File: config.mk
export PLATFORM = sky130hd
export DESIGN_NAME = spi_master_driver
export DESIGN_NICKNAME = d
export VERILOG_FILES = /design/src/rtl/spi_pkg.sv /design/src/rtl/spi_shift_rx.sv /design/src/rtl/spi_master_driver.sv
export SDC_FILE = /design/constraint.sdc
export NUM_CORES = 1
export LEC_CHECK = 0
export BUFFER_PORTS_ARGS = -buffer_cell sky130_fd_sc_hd__buf_2
export CAP_MARGIN = 20
export CORE_MARGIN = 4
export CORE_UTILIZATION = 50
export CTS_CLUSTER_DIAMETER = 50
export DETAILED_ROUTE_END_ITERATION = 12
export GPL_ROUTABILITY_DRIVEN = 1
export PLACE_DENSITY_LB_ADDON = 0.08
export SLEW_MARGIN = 5
export SYNTH_ARGS = -nofsm -noshare
export SYNTH_HDL_FRONTEND = slang
export SYNTH_SLANG_ARGS = --single-unit
File: constraint.sdc
create_clock -name clk -period 2.75 [get_ports clk]
set_input_delay 0.55 -clock clk [delete_from_list [all_inputs] [get_ports clk]]
set_output_delay 0.55 -clock clk [all_outputs]
set_load 0.05 [all_outputs]
File: src/rtl/spi_pkg.sv
// Shared types and constants for the SPI master driver slice.
//   cmd_e       : 2-bit command field carried in the top bits of a command word
//   drv_state_e : driver FSM phases
//   FRAME_BITS  : width of a command word {cmd[1:0], payload[7:0]}
//   DATA_BITS   : width of a read-data reply
package spi_pkg;

    typedef enum logic [1:0] {
        WR_ADDR = 2'b00,
        WR_DATA = 2'b01,
        RD_ADDR = 2'b10,
        RD_DATA = 2'b11
    } cmd_e;

    typedef enum logic [2:0] {
        IDLE,
        START,
        SEL,
        SHIFT,
        TURN,
        RECV,
        GAP
    } drv_state_e;

    localparam int FRAME_BITS = 10;
    localparam int DATA_BITS  = 8;

endpackage

File: src/rtl/spi_shift_rx.sv
// MSB-first serial-to-parallel converter.
// Ports:
//   clk, rst_n : clock, synchronous active-low reset
//   en         : sample sdi on this edge
//   sdi        : serial input bit
//   data       : parallel word, updated on the edge that samples the last bit
//   done       : one-cycle pulse coincident with the data update
module spi_shift_rx #(
    parameter int DATA_W = 8
) (
    input  logic              clk,
    input  logic              rst_n,
    input  logic              en,
    input  logic              sdi,
    output logic [DATA_W-1:0] data,
    output logic              done
);

    localparam int CW = $clog2(DATA_W);
    localparam logic [CW-1:0] LAST = CW'(DATA_W - 1);

    logic [DATA_W-1:0] sr;
    logic [CW-1:0]     cnt;

    always_ff @(posedge clk) begin
        if (!rst_n) begin
            sr   <= '0;
            cnt  <= '0;
            data <= '0;
            done <= 1'b0;
        end else begin
            done <= 1'b0;
            if (en) begin
                sr <= {sr[DATA_W-2:0], sdi};
                if (cnt == LAST) begin
                    // Publish the completed word including the bit sampled now.
                    data <= {sr[DATA_W-2:0], sdi};
                    done <= 1'b1;
                    cnt  <= '0;
                end else begin
                    cnt <= cnt + 1'b1;
                end
            end
        end
    end

endmodule

File: src/rtl/spi_master_driver.sv
// Host-side SPI master: accepts 10-bit command words over valid/ready and
// serialises each as an SPI frame (START, select bit, 10 word bits). Read-data
// commands keep SS_n low through a turnaround and an 8-bit MISO reply.
// Ports:
//   clk, rst_n          : clock, synchronous active-low reset
//   cmd_valid/cmd_ready : command handshake, cmd_ready = FSM idle
//   cmd_word            : {cmd[1:0], payload[7:0]}
//   SS_n, MOSI, MISO    : SPI lines (MSB first)
//   rd_data, rd_valid   : last read-data reply and its one-cycle strobe
//   busy                : frame or inter-frame gap in progress
module spi_master_driver
    import spi_pkg::*;
#(
    parameter int TURNAROUND = 3,
    parameter int GAP_CYCLES = 1
) (
    input  logic                  clk,
    input  logic                  rst_n,
    input  logic                  cmd_valid,
    output logic                  cmd_ready,
    input  logic [FRAME_BITS-1:0] cmd_word,
    output logic                  SS_n,
    output logic                  MOSI,
    input  logic                  MISO,
    output logic [DATA_BITS-1:0]  rd_data,
    output logic                  rd_valid,
    output logic                  busy
);

    localparam int CNT_W = 8;
    localparam logic [CNT_W-1:0] TURN_LAST  = CNT_W'(TURNAROUND - 1);
    localparam logic [CNT_W-1:0] RECV_LAST  = CNT_W'(DATA_BITS - 1);
    localparam logic [CNT_W-1:0] GAP_LAST   = CNT_W'(GAP_CYCLES - 1);
    localparam logic [3:0]       SHIFT_LAST = 4'(FRAME_BITS - 1);

    drv_state_e            state, next_state;
    logic [FRAME_BITS-1:0] word_q;
    logic [FRAME_BITS-1:0] tx_sr;
    logic [3:0]            bit_cnt;
    logic [CNT_W-1:0]      phase_cnt;
    logic                  rx_en;

    assign cmd_ready = (state == IDLE);
    assign rx_en     = (state == RECV);

    always_comb begin
        next_state = state;
        case (state)
            IDLE:  if (cmd_valid) next_state = START;
            START: next_state = SEL;
            SEL:   next_state = SHIFT;
            SHIFT: begin
                if (bit_cnt == SHIFT_LAST)
                    next_state = (cmd_e'(word_q[9:8]) == RD_DATA) ? TURN : GAP;
            end
            TURN:  if (phase_cnt == TURN_LAST) next_state = RECV;
            RECV:  if (phase_cnt == RECV_LAST) next_state = GAP;
            GAP:   if (phase_cnt == GAP_LAST)  next_state = IDLE;
            default: next_state = IDLE;
        endcase
    end

    // Line outputs are registered from the current state, so each phase
    // appears on SS_n/MOSI one edge after the FSM enters it. busy is
    // registered from next_state so it tracks the state register exactly.
    always_ff @(posedge clk) begin
        if (!rst_n) begin
            state     <= IDLE;
            word_q    <= '0;
            tx_sr     <= '0;
            bit_cnt   <= '0;
            phase_cnt <= '0;
            SS_n      <= 1'b1;
            MOSI      <= 1'b0;
            busy      <= 1'b0;
        end else begin
            state <= next_state;
            busy  <= (next_state != IDLE);

            if (state == IDLE && cmd_valid) begin
                word_q <= cmd_word;
                tx_sr  <= cmd_word;
            end

            if (state == SHIFT && next_state == SHIFT)
                bit_cnt <= bit_cnt + 1'b1;
            else
                bit_cnt <= '0;

            if (next_state != state)
                phase_cnt <= '0;
            else if (state == TURN || state == RECV || state == GAP)
                phase_cnt <= phase_cnt + 1'b1;

            SS_n <= !(state == START || state == SEL || state == SHIFT ||
                      state == TURN  || state == RECV);

            MOSI <= 1'b0;
            case (state)
                SEL:   MOSI <= word_q[FRAME_BITS-1];
                SHIFT: begin
                    MOSI  <= tx_sr[FRAME_BITS-1];
                    tx_sr <= {tx_sr[FRAME_BITS-2:0], 1'b0};
                end
                default: ;
            endcase
        end
    end

    spi_shift_rx #(
        .DATA_W (DATA_BITS)
    ) u_rx (
        .clk   (clk),
        .rst_n (rst_n),
        .en    (rx_en),
        .sdi   (MISO),
        .data  (rd_data),
        .done  (rd_valid)
    );

endmodule

# Word level (Yosys, flattened, before mapping)
# Index checks and enable logic that the tools add are counted.
# word_totals
mem_bits_rw	0
output_inout_bits	13
latch_bits	0
in_bits	14
memories	0
word_cells	60
rom_bits	0
regBits	57
# classes
n_eq_ne	13
n_lt_le_gt_ge	0
multipliers	0
n_reduce_logical	18
bitwise	1
muxes	12
addsub	3
shifts	0
div_mod_pow	0
# ops
op	n
3-bit case mux with 7 select lines	1
10-bit 2-to-1 mux	2
3-bit 2-to-1 mux	6
3-bit == test, second input constant	4
3-bit by 2-bit == test with 1-bit output, second input constant	3
8-bit by 1-bit adder with 8-bit output, second input constant	1
8-bit by 2-bit == test with 1-bit output, second input constant	1
8-bit by 3-bit == test with 1-bit output, second input constant	1
8-bit zero test	1
1-bit logical OR	6
2-bit AND reduction	3
4-bit by 1-bit adder with 4-bit output, second input constant	1
4-bit == test, second input constant	1
2-bit OR reduction	2
3-bit by 1-bit adder with 3-bit output, second input constant	1
3-bit by 1-bit == test with 1-bit output, second input constant	1
3-bit zero test	1
3-bit != test	1
3-bit nonzero test	1
2-bit == test, second input constant	1
1-bit logical AND	2
2-bit 2-to-1 mux	1
1-bit case mux with 2 select lines	1
2-bit nonzero test	1
3 further kinds	3

# Longest topological paths before layout
# depth
ltp_word	7
depth_mapped	6
mapped_depth_nobuf	6

# Hierarchy
# A second synthesis with hierarchy kept.
# hier_totals
cells_unflattened	237
area_unflattened_um2	2327.2
# modules_own_cells
mod	area_per_inst_um2	seq_area_each_um2	instances	cells_per_inst
spi_master_driver	1512.7	600.6	1	161
spi_shift_rx	814.5	380.4	1	76

# Least setup slack after synthesis
# No wires, ideal clock.
# synth_path
path_kind	reg2out
start	reg state[2]
end	out cmd_ready
t_arrival_ns	1.699
t_required_ns	2.200
setup_slack_ns	0.501
path_stages_with_launch	4
path_buffers	2
cell_sequence	dfxtp_1 -> buf_4 -> clkbuf_8 -> nor3_1
# synth_between
elab_chain_len	1
# synth_lines
item	line	source
from (decl)	spi_master_driver.sv:36	drv_state_e state, next_state;
from (signal assigned)	spi_master_driver.sv:77	state <= next_state;
3-bit zero test	spi_master_driver.sv:43	assign cmd_ready = (state == IDLE);
to (decl)	spi_master_driver.sv:20	output logic cmd_ready,
# Every way passes these cells.

# Worst setup path in the final report
# layout_path
start	reg state[0]
end	reg phase_cnt[5]
# layout_between
elab_chain_len	4
elab_cells_between_ends	17
classes_between	7 x eq/ne; 6 x mux; 4 x reduce/logical
# layout_lines
item	line	source
3-bit == test (tied with other cells)	spi_master_driver.sv:48, spi_master_driver.sv:92	
3-bit case mux with 7 select lines	spi_master_driver.sv:48	case (state)
3-bit != test	spi_master_driver.sv:90	if (next_state != state)
2-bit OR reduction (no source line)	--	
to (signal assigned)	spi_master_driver.sv:93	phase_cnt <= phase_cnt + 1'b1;
to (decl)	spi_master_driver.sv:40	logic [CNT_W-1:0] phase_cnt;
# Several ways; a longest one is shown, not always the timed one.
# A chain may end at the register's enable or synchronous reset.

==> reports/summary.log <==
[sta] measured slew at the worst slew-check pin 0.7507 ns
[outcome] status completed
[sta] Final min period 2.040 ns
[logic_synthesis] cell count after synthesis 246
[drt] Routed WL per cell 12.81 um
[finish] NumNets Final 287
[drt] routed vias 1696
[floorplanning] number of ports placed on the die boundary 27
[logic_synthesis] largest area contributor in the synthesized netlist sky130_fd_sc_hd__dfxtp_1
[sta] final hold vios 0
[sta] Tcrit/Tclk final 0.7417
[logic_synthesis] predominant post-synthesis flop cell sky130_fd_sc_hd__dfxtp_1
[drt] detail-routed via count per cell 5.317
[drt] wirelength, routed 4087 um
[logic_synthesis] leading post-synthesis cells by instance count 49 x sky130_fd_sc_hd__dfxtp_1, 49 x sky130_fd_sc_hd__nand2_1, 17 x sky130_fd_sc_hd__a21boi_0
[setup_path] peak fanout along the critical path 18
[setup_path] reg2reg start state[0]$_SDFF_PN0_
[floorplanning] core outline area 4444 um2
[finish] signed area change from the synthesized netlist to the final layout 7.246%
[setup_path] worst reg2reg endpoint phase_cnt[5]$_SDFFE_PP0P_
[floorplanning] Site Rows 24
[clock_tree] clock tree root driver cell sky130_fd_sc_hd__clkbuf_8
[sta] final count of negative-setup-slack endpoints 0
[setup_path] Cell Chain, Critical Path nand3b_1 -> o32a_2 -> a21oi_1 -> nor4_1
[finish] post-layout util 0.5667
[pwr] worst vdd ir 0.0002689 V
[setup_path] number of buffer and inverter instances along the worst setup path 0
[logic_synthesis] portion of synthesized cell area occupied by the leading cell type 0.4177
[min_path] terminating pin of the worst hold path u_rx.data[4]$_SDFFE_PN0P_
[finish] final cell count without fillers 319
[setup_path] Worst path top cell family by delay compound AO/OA/AOI/OAI gates
[grt] global-route wire length before repair 7113 um
[setup_path] largest stage delay on the critical path 0.75 ns
[clock_tree] clock network latency to the later pin of the worst-skew pair 0.31 ns
[logic_synthesis] async set-reset flop share out of synthesis 0
[placed_design] DP HPWL 2819 um
[sta] unrepaired setup endpoints after global routing no
[setup_path] Worst Path Required 2.91 ns
[clock_tree] TritonCTS clock tree done
[drt] highest signal layer in the routed design met4
[logic_synthesis] synthesized cell area 2349 um2
[sta] Slew HR 0.4995
[min_path] Hold Path Cell Cnt 2
[clock_tree] clock sink total 49
[grt] antenna violations before repair 0
[logic_synthesis] sequential share of the synthesized area 0.4177
[drt] number of design rule violations left after detail routing 0
[floorplanning] die outline width 76.54 um
[drt] count of routing violations after the opening detailed-route iteration 72
[grt] global-route congestion overflow total 0
[logic_synthesis] Mapped Nets 267
[min_path] HP Class reg2reg
[drt] final antenna-violating net count 0
[pwr] Pwr Density 524.0 nW/um2
[floorplanning] initial cell density of the core 0.5284
[clock_tree] number of gates resized after CTS 0
[logic_synthesis] EDFF count, synth 0
[floorplanning] Chip Height 76.54 um
[grt] maximum number of pins on one net before global-route repair 23
[grt] number of global-route vias before repair 1570
[setup_path] worst endpoint data arrival time 2.20 ns
[setup_path] FF-to-FF setup slack 0.71 ns
[sta] final count of pins violating max slew 0
[placed_design] gp weighted congestion 0.7963
[clock_tree] number of CTS-inserted buffers 5
[setup_path] worst reg-to-reg path cell count 4
[logic_synthesis] warnings from Yosys 0
[logic_synthesis] most area-consuming cells after synthesis sky130_fd_sc_hd__dfxtp_1 42%, sky130_fd_sc_hd__nand2_1 7.8%, sky130_fd_sc_hd__mux2i_1 5.5%
[pwr] total leakage power 1.022 nW
[job] reported max-cap violation count 0
[setup_path] capturing element type of the critical path register
[clock_tree] setup fix buffers added after clock tree synthesis 0
[placed_design] Post-Place Setup Slack 0.7782 ns
[setup_path] kind of start point of the critical path register
[placed_design] total placed cells including tap cells 311
[drt] detailed route wirelength on metal2 1757 um
[setup_path] worst-path cell with the longest stage delay sky130_fd_sc_hd__dfxtp_1
[sta] least setup slack across all paths after layout 0.7103 ns
[floorplanning] area enclosed by the die boundary 5858 um2
[setup_path] critical path type reg2reg
[drt] M1 wire length 2080 um
[setup_path] number of cells on the critical path 4
[logic_synthesis] average instance area after synthesis 9.547 um2
[clock_tree] # hold bufs at CTS 0
[clock_tree] Clk pin slew, worst setup/hold paths 0.09 ns
[finish] layout cells sized above 1 0.2022
[finish] number of antenna cells inserted 0
[min_path] HP Start u_rx.data[4]$_SDFFE_PN0P_
[pwr] power consumption 1.320 mW
[sta] Total Neg Setup Slack 0 ns
[logic_synthesis] library cells used by synthesis 49
[sta] final setup skew 0.007075 ns
[drt] 1st-pass router iterations 4
[placed_design] total of buffers placed on input and output ports 26
[clock_tree] Max H-tree Level 2
[sta] Peak Freq 490.3 MHz
[drt] met3 wire length 146 um
[logic_synthesis] FF+latch count, synth 49
[clock_tree] Longest Clk Path Bufs 2
[grt] Total GRT Usage 0.1479
cells in the final DEF (no fill, tap or decap), drive strengths merged:
| cell | instances |
|---|---|
| dfxtp | 49 |
| nand2 | 49 |
| buf | 29 |
| a21boi | 18 |
| mux2i | 13 |
| nor2 | 11 |
| nor4 | 10 |
| o211a | 7 |
| ha | 7 |
| nor3 | 7 |
| a21oi | 6 |
| xnor2 | 6 |
| clkbuf | 6 |
| and2 | 5 |
| inv | 4 |
| nand3b | 4 |
| nor2b | 3 |
| a31oi | 3 |
| nand3 | 3 |
| xor2 | 3 |
| o21ai | 3 |
| and3b | 2 |
| nand4 | 2 |
| clkinvlp | 2 |
| nor4b | 2 |
| and3 | 2 |
| or3 | 1 |
| and4 | 1 |
| a211oi | 1 |
| a221o | 1 |
| o32a | 1 |
| a41o | 1 |
| o21ba | 1 |
| o31a | 1 |
| or4b | 1 |
| o21a | 1 |
| a21bo | 1 |
metal layers:
layer | up-vias | global-route usage
li1 | 897 | -
met1 | 764 | 0.1888
met2 | 25 | 0.2302
met3 | 10 | 0.03428
met4 | 0 | 0.07971
met5 | - | 0
worst max path at each step:
| stage | start | end | slack, ns |
|---|---|---|---|
| 5_1_grt | state[0]$_SDFF_PN0_ | phase_cnt[2]$_SDFFE_PP0P_ | 0.59 |
| 4_1_cts | state[0]$_SDFF_PN0_ | cmd_ready | 0.70 |
| 2_1_floorplan | state[2]$_SDFF_PN0_ | cmd_ready | 0.50 |
| 6_report | state[0]$_SDFF_PN0_ | phase_cnt[5]$_SDFFE_PP0P_ | 0.71 |
| 3_3_place_gp | state[1]$_SDFF_PN0_ | phase_cnt[4]$_SDFFE_PP0P_ | 0.81 |
| 3_5_place_dp | state[1]$_SDFF_PN0_ | phase_cnt[4]$_SDFFE_PP0P_ | 0.78 |
sequential cells by signal, indices dropped and copies added, names as in the netlist:
signal / flops
bit_cnt: 4
SS_n: 1
busy: 1
u_rx.data: 8
u_rx.done: 1
u_rx.cnt: 3
state: 3
MOSI: 1
phase_cnt: 8
tx_sr: 10
word_q: 2
u_rx.sr: 7
logic make-up (layout without fill, tap and decap cells):
group,Yosys count,in the layout,synth area share
buf+inv,20,41,0.06393
fa+ha+maj,7,7,0.03729
xor+xnor,9,9,0.03357
compound gates,45,45,0.1508
mux,13,13,0.05541
flops,49,49,0.4177
simple gates,103,103,0.2413
metrics by stage:
step                area, um2  hold slack, ns
detailed placement       2431          0.4539
floorplan                2349          0.4337
global placement         2431          0.4479
global route             2519          0.4831
finish                   2519          0.4616
CTS                      2519          0.4668
power breakdown:
| group | total [mW] | switching, mW | internal, mW |
|---|---|---|---|
| sequential | 0.754 | 0.0229 | 0.732 |
| clock | 0.426 | 0.246 | 0.180 |
| combinational | 0.140 | 0.0783 | 0.0613 |
| total | 1.32 | 0.347 | 0.973 |
worst reg2reg max path, delay by kind of cell (launching register included):
kind	cells	cell delay [ns]
compound gates	2	0.86
simple gates	2	0.29
flops	1	0.75
cell type report:
class / instances / area [um2]
Clock inverter: 2 / 15.01
Multi-Input combinational cell: 177 / 1217
Inverter: 4 / 15.01
Fill cell: 408 / 1926
Timing Repair Buffer: 29 / 152.6
Clock buffer: 6 / 72.57
Sequential cell: 49 / 980.9
Tap cell: 52 / 65.06
Note: power is estimated with default switching activity, not from simulation.
